==> src/rtl/vga_timing_ctrl.sv <==
// VGA scan sequencer: pixel prescaler, h/v counters and a start/stop FSM that halts only on a frame boundary.
// Counters and state are registered. The sync, video and strobe decodes are combinational and forced inactive in IDLE.
module vga_timing_ctrl #(
    parameter int DIV    = 4,
    parameter int H_DISP = 640,
    parameter int H_FP   = 16,
    parameter int H_SYNC = 96,
    parameter int H_BP   = 48,
    parameter int V_DISP = 480,
    parameter int V_FP   = 10,
    parameter int V_SYNC = 2,
    parameter int V_BP   = 33,
    parameter int HW     = 10,
    parameter int VW     = 10
) (
    input  logic          clk,
    input  logic          i_arst,
    input  logic          i_start,
    input  logic          i_stop,
    output logic          o_busy,
    output logic          o_pix_en,
    output logic [HW-1:0] o_hcnt,
    output logic [VW-1:0] o_vcnt,
    output logic          o_hsync,
    output logic          o_vsync,
    output logic          o_video_on,
    output logic          o_line_end,
    output logic          o_frame_start
);
    localparam int H_TOTAL = H_DISP + H_FP + H_SYNC + H_BP;
    localparam int V_TOTAL = V_DISP + V_FP + V_SYNC + V_BP;
    localparam int PW      = (DIV > 1) ? $clog2(DIV) : 1;

    localparam logic [1:0] S_IDLE = 2'd0;
    localparam logic [1:0] S_RUN  = 2'd1;
    localparam logic [1:0] S_STOP = 2'd2;

    logic [1:0]    state_q, state_d;
    logic [PW-1:0] presc_q, presc_d;
    logic [HW-1:0] hcnt_q, hcnt_d;
    logic [VW-1:0] vcnt_q, vcnt_d;

    logic busy, pix_en, h_last, v_last;

    assign busy   = (state_q != S_IDLE);
    assign pix_en = busy && (presc_q == PW'(DIV - 1));
    assign h_last = (hcnt_q == HW'(H_TOTAL - 1));
    assign v_last = (vcnt_q == VW'(V_TOTAL - 1));

    // Stop beats start everywhere; a cancel in STOPPING wins over the frame-end exit.
    always_comb begin
        state_d = state_q;
        case (state_q)
            S_IDLE: if (i_start && !i_stop) state_d = S_RUN;
            S_RUN:  if (i_stop) state_d = S_STOP;
            S_STOP: begin
                if (i_start && !i_stop)
                    state_d = S_RUN;
                else if (pix_en && h_last && v_last)
                    state_d = S_IDLE;
            end
            default: state_d = S_IDLE;
        endcase
    end

    always_comb begin
        presc_d = '0;
        hcnt_d  = hcnt_q;
        vcnt_d  = vcnt_q;
        if (busy) begin
            presc_d = pix_en ? '0 : presc_q + PW'(1);
            if (pix_en) begin
                hcnt_d = h_last ? '0 : hcnt_q + HW'(1);
                if (h_last)
                    vcnt_d = v_last ? '0 : vcnt_q + VW'(1);
            end
        end else begin
            hcnt_d = '0;
            vcnt_d = '0;
        end
    end

    always_ff @(posedge clk or posedge i_arst) begin
        if (i_arst) begin
            state_q <= S_IDLE;
            presc_q <= '0;
            hcnt_q  <= '0;
            vcnt_q  <= '0;
        end else begin
            state_q <= state_d;
            presc_q <= presc_d;
            hcnt_q  <= hcnt_d;
            vcnt_q  <= vcnt_d;
        end
    end

    assign o_busy        = busy;
    assign o_pix_en      = pix_en;
    assign o_hcnt        = hcnt_q;
    assign o_vcnt        = vcnt_q;
    assign o_hsync       = !(busy && (hcnt_q >= HW'(H_DISP + H_FP)) &&
                             (hcnt_q <= HW'(H_DISP + H_FP + H_SYNC - 1)));
    assign o_vsync       = !(busy && (vcnt_q >= VW'(V_DISP + V_FP)) &&
                             (vcnt_q <= VW'(V_DISP + V_FP + V_SYNC - 1)));
    assign o_video_on    = busy && (hcnt_q < HW'(H_DISP)) && (vcnt_q < VW'(V_DISP));
    assign o_line_end    = pix_en && h_last;
    assign o_frame_start = pix_en && (hcnt_q == '0) && (vcnt_q == '0);
endmodule

==> config.mk <==
export PLATFORM = sky130hd
export DESIGN_NAME = vga_timing_ctrl
export DESIGN_NICKNAME = d
export VERILOG_FILES = /design/src/rtl/vga_timing_ctrl.sv
export SDC_FILE = /design/constraint.sdc
export NUM_CORES = 1
export LEC_CHECK = 0
export CAP_MARGIN = 20
export CORE_UTILIZATION = 43
export DETAILED_ROUTE_END_ITERATION = 12
export PLACE_DENSITY = 0.72
export SKIP_CTS_REPAIR_TIMING = 1
export SYNTH_ARGS = -nofsm -noshare
export SYNTH_HDL_FRONTEND = slang
export SYNTH_SLANG_ARGS = --single-unit
==> constraint.sdc <==
create_clock -name clk -period 2 [get_ports clk]
set_input_delay 0.3 -clock clk [delete_from_list [all_inputs] [get_ports clk]]
set_output_delay 0.3 -clock clk [all_outputs]
set_load 0.05 [all_outputs]
==> results of run 1 <==
==> synth_stat cells, types with 3 or more instances <==
cell and n:
a21oi_1 6, and2_1 4, and3_1 6, dfrtp_1 24, ha_1 6, inv_1 5
mux2i_1 3, nand2_1 8, nand2b_1 4, nand3_1 12, nand4_1 7, nor2_1 20
nor3_1 3, o21ai_0 5, or3_1 4, xnor2_1 4, xor2_1 6
==> state kept, by name (all words and copies together) (netlist names) <==
signal and flops:
state_q 2, presc_q 2, o_vcnt 10, o_hcnt 10
==> cell type report <==
type,count,share of cell area (%)
Multi-Input combinational cell,122,42.1
Sequential cell,24,28.4
Timing Repair Buffer,53,24.5
Tap cell,44,2.56
Inverter,6,1.28
Clock buffer,4,1.22
==> metal layers <==
layer / wire length, µm / vias to the layer above / GRT usage [%] / part of all wire, %
met2: 1960 / 36 / 39.7 / 50
li1: - / 656 / - / -
met3: 124 / 9 / 2.81 / 3.2
met5: 0 / - / 0 / 0
met4: 72 / 0 / 6.98 / 1.8
met1: 1730 / 695 / 29.1 / 45
==> through the flow <==
| step | setup TNS [ns] | total power, mW |
|---|---|---|
| 5_1_grt | -1.04 | 1.07 |
| 6_report | -0.361 | 1.03 |
| 3_3_place_gp | 0 | 0.775 |
| 4_1_cts | -0.487 | 1.01 |
| 3_5_place_dp | 0 | 0.780 |
| 2_1_floorplan | -0.133 | 0.684 |
==> worst paths after layout <==
kind / depth (start not counted) / endpoint / from
max in group asynchronous: 3 / o_hcnt[0] / i_arst
hold reg to reg: 1 / presc_q[0] / presc_q[0]
setup / recovery: 5 / o_frame_start / o_vcnt[0]
setup reg to reg: 8 / o_vcnt[9] / o_vcnt[0]
hold / removal: 3 / o_hcnt[9] / i_arst
min in group clk: 1 / presc_q[0] / presc_q[0]
==> worst min-delay path: cells and delay by family <==
family	cells	cell delay, ns
buf+inv	3	0.75
==> power by group <==
| group | switching (mW) | internal [mW] | total (mW) |
|---|---|---|---|
| logic | 0.169 | 0.106 | 0.275 |
| registers | 0.0153 | 0.506 | 0.522 |
| clock network | 0.153 | 0.0781 | 0.232 |
==> kinds of logic (layout without fill, tap and decap cells) <==
family | after synthesis | in the layout
simple gates | 86 | 86
xor+xnor | 10 | 10
compound gates | 16 | 16
flops | 24 | 24
mux | 4 | 4
fa+ha+maj | 6 | 6
buf+inv | 10 | 63
==> qor.txt, run 1 <==
CTS clock-pin slew for the worst setup and hold paths: 0.14 ns
slowest cell on the critical path: or4b_4
fillers: 270
part of the cycle the worst path needs: 109%
minimum clock period: 2.18 ns
via/cell ratio: 5.52
layout cells sized above 1: 32.1%
main combinational cell family by area after synthesis: simple AND/OR/NAND/NOR gates
R2R setup slack: -0.13 ns
Initial Util: 46.5%
Layout Cells excl Fill: 253
count of final hold-check violations: 0
cell chosen for the clock root: clkbuf_4
post-synthesis sequential area ratio: 41.3%
Register Area: 611 µm²
CTS tree: done
max_cap viols: 0
number of enable flip-flop cells after synthesis: 0
final instance area: 0.00215 mm²
Worst Skew: 0.00556 ns
total track usage: 22.8%
CP endpoint kind: output pin
latest clock arrival within the worst-skew pair: 0.32 ns
status: complete, but fails checks
Num CTS Buffers: 3
highest-count cells in the layout ignoring fill and taps: 25 x buf_4, 18 x nor2_1, 16 x dfrtp_1
Mapped Area: 0.00146 mm²
fmax: 459 MHz
global placer's final weighted congestion: 0.921
# clock sinks: 24
post-route ant nets: 0
initial antenna violation count: 0
pre-CTS setup slack: 0.0123 ns
Final Max Slew Viols: 0
synthesis-to-finish area growth: 47.8%
DR vias: 1,396
worst-path fanout max: 3
failing checks: setup timing
final worst slack: -0.180 ns
Yosys top cell by area: dfrtp_1
asr flop ratio synth: 100%
DRC: 0
Die Width: 60.2 µm
Remaining Overflow, GRT: 0
Post-DP Area: 0.00196 mm²
Post-Syn Nets: 166
Req. time, crit path: 1.70 ns
commonest non-fill, non-tap cell in the layout: buf_4
area of the multi-input gates: 905 µm²
Cell Rows: 20
static leakage: 1.08 nW
die height: 60.2 µm
headroom to the max-slew limit: 66.0%
Ys Warns: 0
Final setup viols: 6
Synth Area in XOR/XNOR: 6.02%
WHS: 0.312 ns
top cells by area, synth: dfrtp_1 41%, ha_1 5.2%, nor2_1 5.2%, nand3_1 4.1%, xor2_1 3.6%
Starting DRT DRC Count: 89
slew of the pin with the lowest slew margin: 0.508 ns
synthesis-stage register bit count: 24
Total Wirelength: 3890 µm
n_diodes: 0
NumNets Final: 220
buffers and inverters on the worst path: 2
crit path cell chain: inv_4 > ha_4 > or4b_4 > nor4_4 > buf_12
Synth Area in Adders: 5.16%
worst IR drop on VDD: 0.235 mV
total core area: 0.00313 mm²
buffers added on ports: 30
die area: 0.00362 mm²
RSZ-0062 raised after global routing: true
Placed Instances: 239
CP peak stage delay: 0.48 ns
PD cells: 478 mW/mm²
Mapped Cells: 156
largest net degree at the start of global routing: 25
crit-path leading delay family: simple AND/OR/NAND/NOR gates
Ports: 31
crit path launch type: flop
vias in the first global route: 1,345
CTS H-tree lvls: 1
Final Util: 68.8%
synthesized area per cell: 9.33 µm²
global-route wire length before repair: 6200 µm
WS Path Type: flop to output pin
Compound-Gate Fraction of Synth Area: 6.79%
Max Root-Sink Buffers: 2
mux contribution to synthesized area: 3.10%
Post-Synth Simple-Gate Area: 34.8%
post-synth top area share: 41.3%
Netlist cell types: 42
Detailed Place HPWL: 2690 µm
TritonRoute pass-1 iters: 4
crit path DAT: 1.88 ns
Hold Crit Class: input pin to asynchronous set/reset pin
ys flop type: dfrtp_1
routed len/inst: 15.4 µm
Power figures use the tool's default switching activity.
==> run 2: changes to the inputs <==
CORE_MARGIN = 2   (was not set)
SKIP_LAST_GASP = 1   (was not set)
==> run 2 against run 1 <==
Effect of this change:
- the run still ends with setup timing left
- clock power down 2%
- largest cell class unchanged
- register-to-register slack better by 0.13 ns
- final cell count shrank 4.0%
- via count down 6.6%
- global-route usage decreased by 2.4 points
- critical path type unchanged
- cell area down 6.0%
==> qor.txt, run 2 (synthesized netlist as in run 1, its figures left out) <==
Ports: 31 (unchanged)
global placer's final weighted congestion: 0.907 (was 0.921)
Placed Instances: 239 (unchanged)
die height: 62.2 µm (was 60.2 µm)
final instance area: 0.00202 mm² (was 0.00215 mm²)
failing checks: setup timing (unchanged)
buffers added on ports: 30 (unchanged)
largest net degree at the start of global routing: 25 (unchanged)
layout cells sized above 1: 26.4% (was 32.1%)
reg2reg start: o_vcnt[0] (unchanged)
Final setup viols: 2 (was 6)
# clock sinks: 24 (unchanged)
slew of the pin with the lowest slew margin: 0.508 ns (about the same)
PD cells: 494 mW/mm² (was 478 mW/mm²)
fmax: 463 MHz (was 459 MHz)
status: complete, but fails checks (unchanged)
post-route ant nets: 0 (unchanged)
routed len/inst: 15.2 µm (was 15.4 µm)
total core area: 0.00328 mm² (was 0.00313 mm²)
vias in the first global route: 1,350 (was 1,345)
CP endpoint kind: output pin (unchanged)
cell chosen for the clock root: clkbuf_4 (unchanged)
CTS H-tree lvls: 1 (unchanged)
Remaining Overflow, GRT: 0 (unchanged)
Register Area: 612 µm² (was 611 µm²)
slowest cell on the critical path: or4b_4 (unchanged)
Final Util: 61.5% (was 68.8%)
worst-path fanout max: 3 (unchanged)
area of the multi-input gates: 877 µm² (was 905 µm²)
final worst slack: -0.161 ns (was -0.180 ns)
global-route wire length before repair: 6360 µm (was 6200 µm)
part of the cycle the worst path needs: 108% (was 109%)
worst r2r path cells: 7 (was 8)
TritonRoute pass-1 iters: 4 (unchanged)
fillers: 283 (was 270)
CTS clock-pin slew for the worst setup and hold paths: 0.13 ns (was 0.14 ns)
highest-count cells in the layout ignoring fill and taps: 18 x nor2_1, 15 x dfrtp_1, 15 x buf_4 (was 25 x buf_4, 18 x nor2_1, 16 x dfrtp_1)
static leakage: 0.977 nW (was 1.08 nW)
Post-DP Area: 0.00195 mm² (was 0.00196 mm²)
WS Path Type: flop to output pin (unchanged)
DR vias: 1,304 (was 1,396)
Total Power: 0.998 mW (was 1.03 mW)
CP peak stage delay: 0.50 ns (was 0.48 ns)
Final Max Slew Viols: 0 (unchanged)
Layout Cells excl Fill: 243 (was 253)
end of the worst register-to-register path: o_vcnt[9] (unchanged)
Die Width: 62.2 µm (was 60.2 µm)
latest clock arrival within the worst-skew pair: 0.32 ns (about the same)
minimum clock period: 2.16 ns (was 2.18 ns)
DRC: 0 (unchanged)
NumNets Final: 208 (was 220)
Req. time, crit path: 1.70 ns (about the same)
CTS tree: done (unchanged)
crit path launch type: flop (unchanged)
count of final hold-check violations: 0 (unchanged)
commonest non-fill, non-tap cell in the layout: nor2_1 (was buf_4)
Total Wirelength: 3690 µm (was 3890 µm)
initial antenna violation count: 0 (unchanged)
Worst Skew: 0.00659 ns (was 0.00556 ns)
worst IR drop on VDD: 0.201 mV (was 0.235 mV)
R2R setup slack: 0 ns (was -0.13 ns)
Hold Crit Class: input pin to asynchronous set/reset pin (unchanged)
crit path cell chain: inv_2 > ha_1 > or4b_4 > nor4_4 > buf_12 (was inv_4 > ha_4 > or4b_4 > nor4_4 > buf_12)
headroom to the max-slew limit: 66.1% (was 66.0%)
Num CTS Buffers: 3 (unchanged)
n_diodes: 0 (unchanged)
Max Root-Sink Buffers: 2 (unchanged)
die area: 0.00387 mm² (was 0.00362 mm²)
Starting DRT DRC Count: 106 (was 89)
crit path DAT: 1.86 ns (was 1.88 ns)
max_cap viols: 0 (unchanged)
Cell Rows: 21 (was 20)
Detailed Place HPWL: 2730 µm (was 2690 µm)
Initial Util: 44.3% (was 46.5%)
via/cell ratio: 5.37 (was 5.52)
total track usage: 20.5% (was 22.8%)
synthesis-to-finish area growth: 38.9% (was 47.8%)
RSZ-0062 raised after global routing: true (unchanged)
[run 2: cell types whose count changed in the layout (fill, tap and decap cells not counted), sizes merged]
cell,previous run,this run
buf,31,19
clkdlybuf4s50,12,14
dlymetal6s2s,10,8
clkinv,0,1
inv,6,5
[run 2: metrics by stage]
step	hold WS [ns]	setup TNS [ns]	setup WS, ns
after global routing	0.316	-0.562	-0.228
after CTS	0.311	-0.347	-0.212
after global placement	0.422	0	0.0896
after detailed placement	0.429	0	0.0263
after floorplan	0.314	-0.133	-0.0964
final	0.302	-0.231	-0.161
[run 2: where the power goes]
| group | switching (mW) | total [mW] | internal (mW) |
|---|---|---|---|
| combinational | 0.159 | 0.246 | 0.0877 |
| sequential | 0.0196 | 0.526 | 0.506 |
| clock | 0.148 | 0.227 | 0.0781 |
[run 2: layout make-up]
class | count | area share [%]
multi-input cells | 122 | 43.4
flip-flops and latches | 24 | 30.3
repair buffers | 41 | 21.0
well taps | 46 | 2.85
clock buffers | 4 | 1.30
inverters | 6 | 1.18
[run 2: worst max-delay path, delay by kind of cell (launching register included)]
| kind | cells | cell delay [ns] |
|---|---|---|
| and+or+nand+nor | 2 | 0.70 |
| DFF | 1 | 0.43 |
| buffers and inverters | 2 | 0.26 |
| adders and majority gates | 1 | 0.15 |
[run 2: worst max-delay path by stage]
stage,startpoint,end,slack [ns]
floorplan,o_vcnt[0],o_frame_start,-0.1
finish,o_vcnt[0],o_frame_start,-0.16
global placement,o_vcnt[0],o_vcnt[9],0.09
detailed placement,o_vcnt[0],o_vcnt[9],0.03
global route,o_hcnt[2],o_frame_start,-0.23
CTS,state_q[0],o_frame_start,-0.21
[run 2: routing by layer]
metal	vias up	GRT usage (%)	wire [µm]
met2	38	33.3	1800
li1	635	-	-
met1	624	26.8	1680
met5	-	0	0
met4	0	8.33	60
met3	7	3.99	154
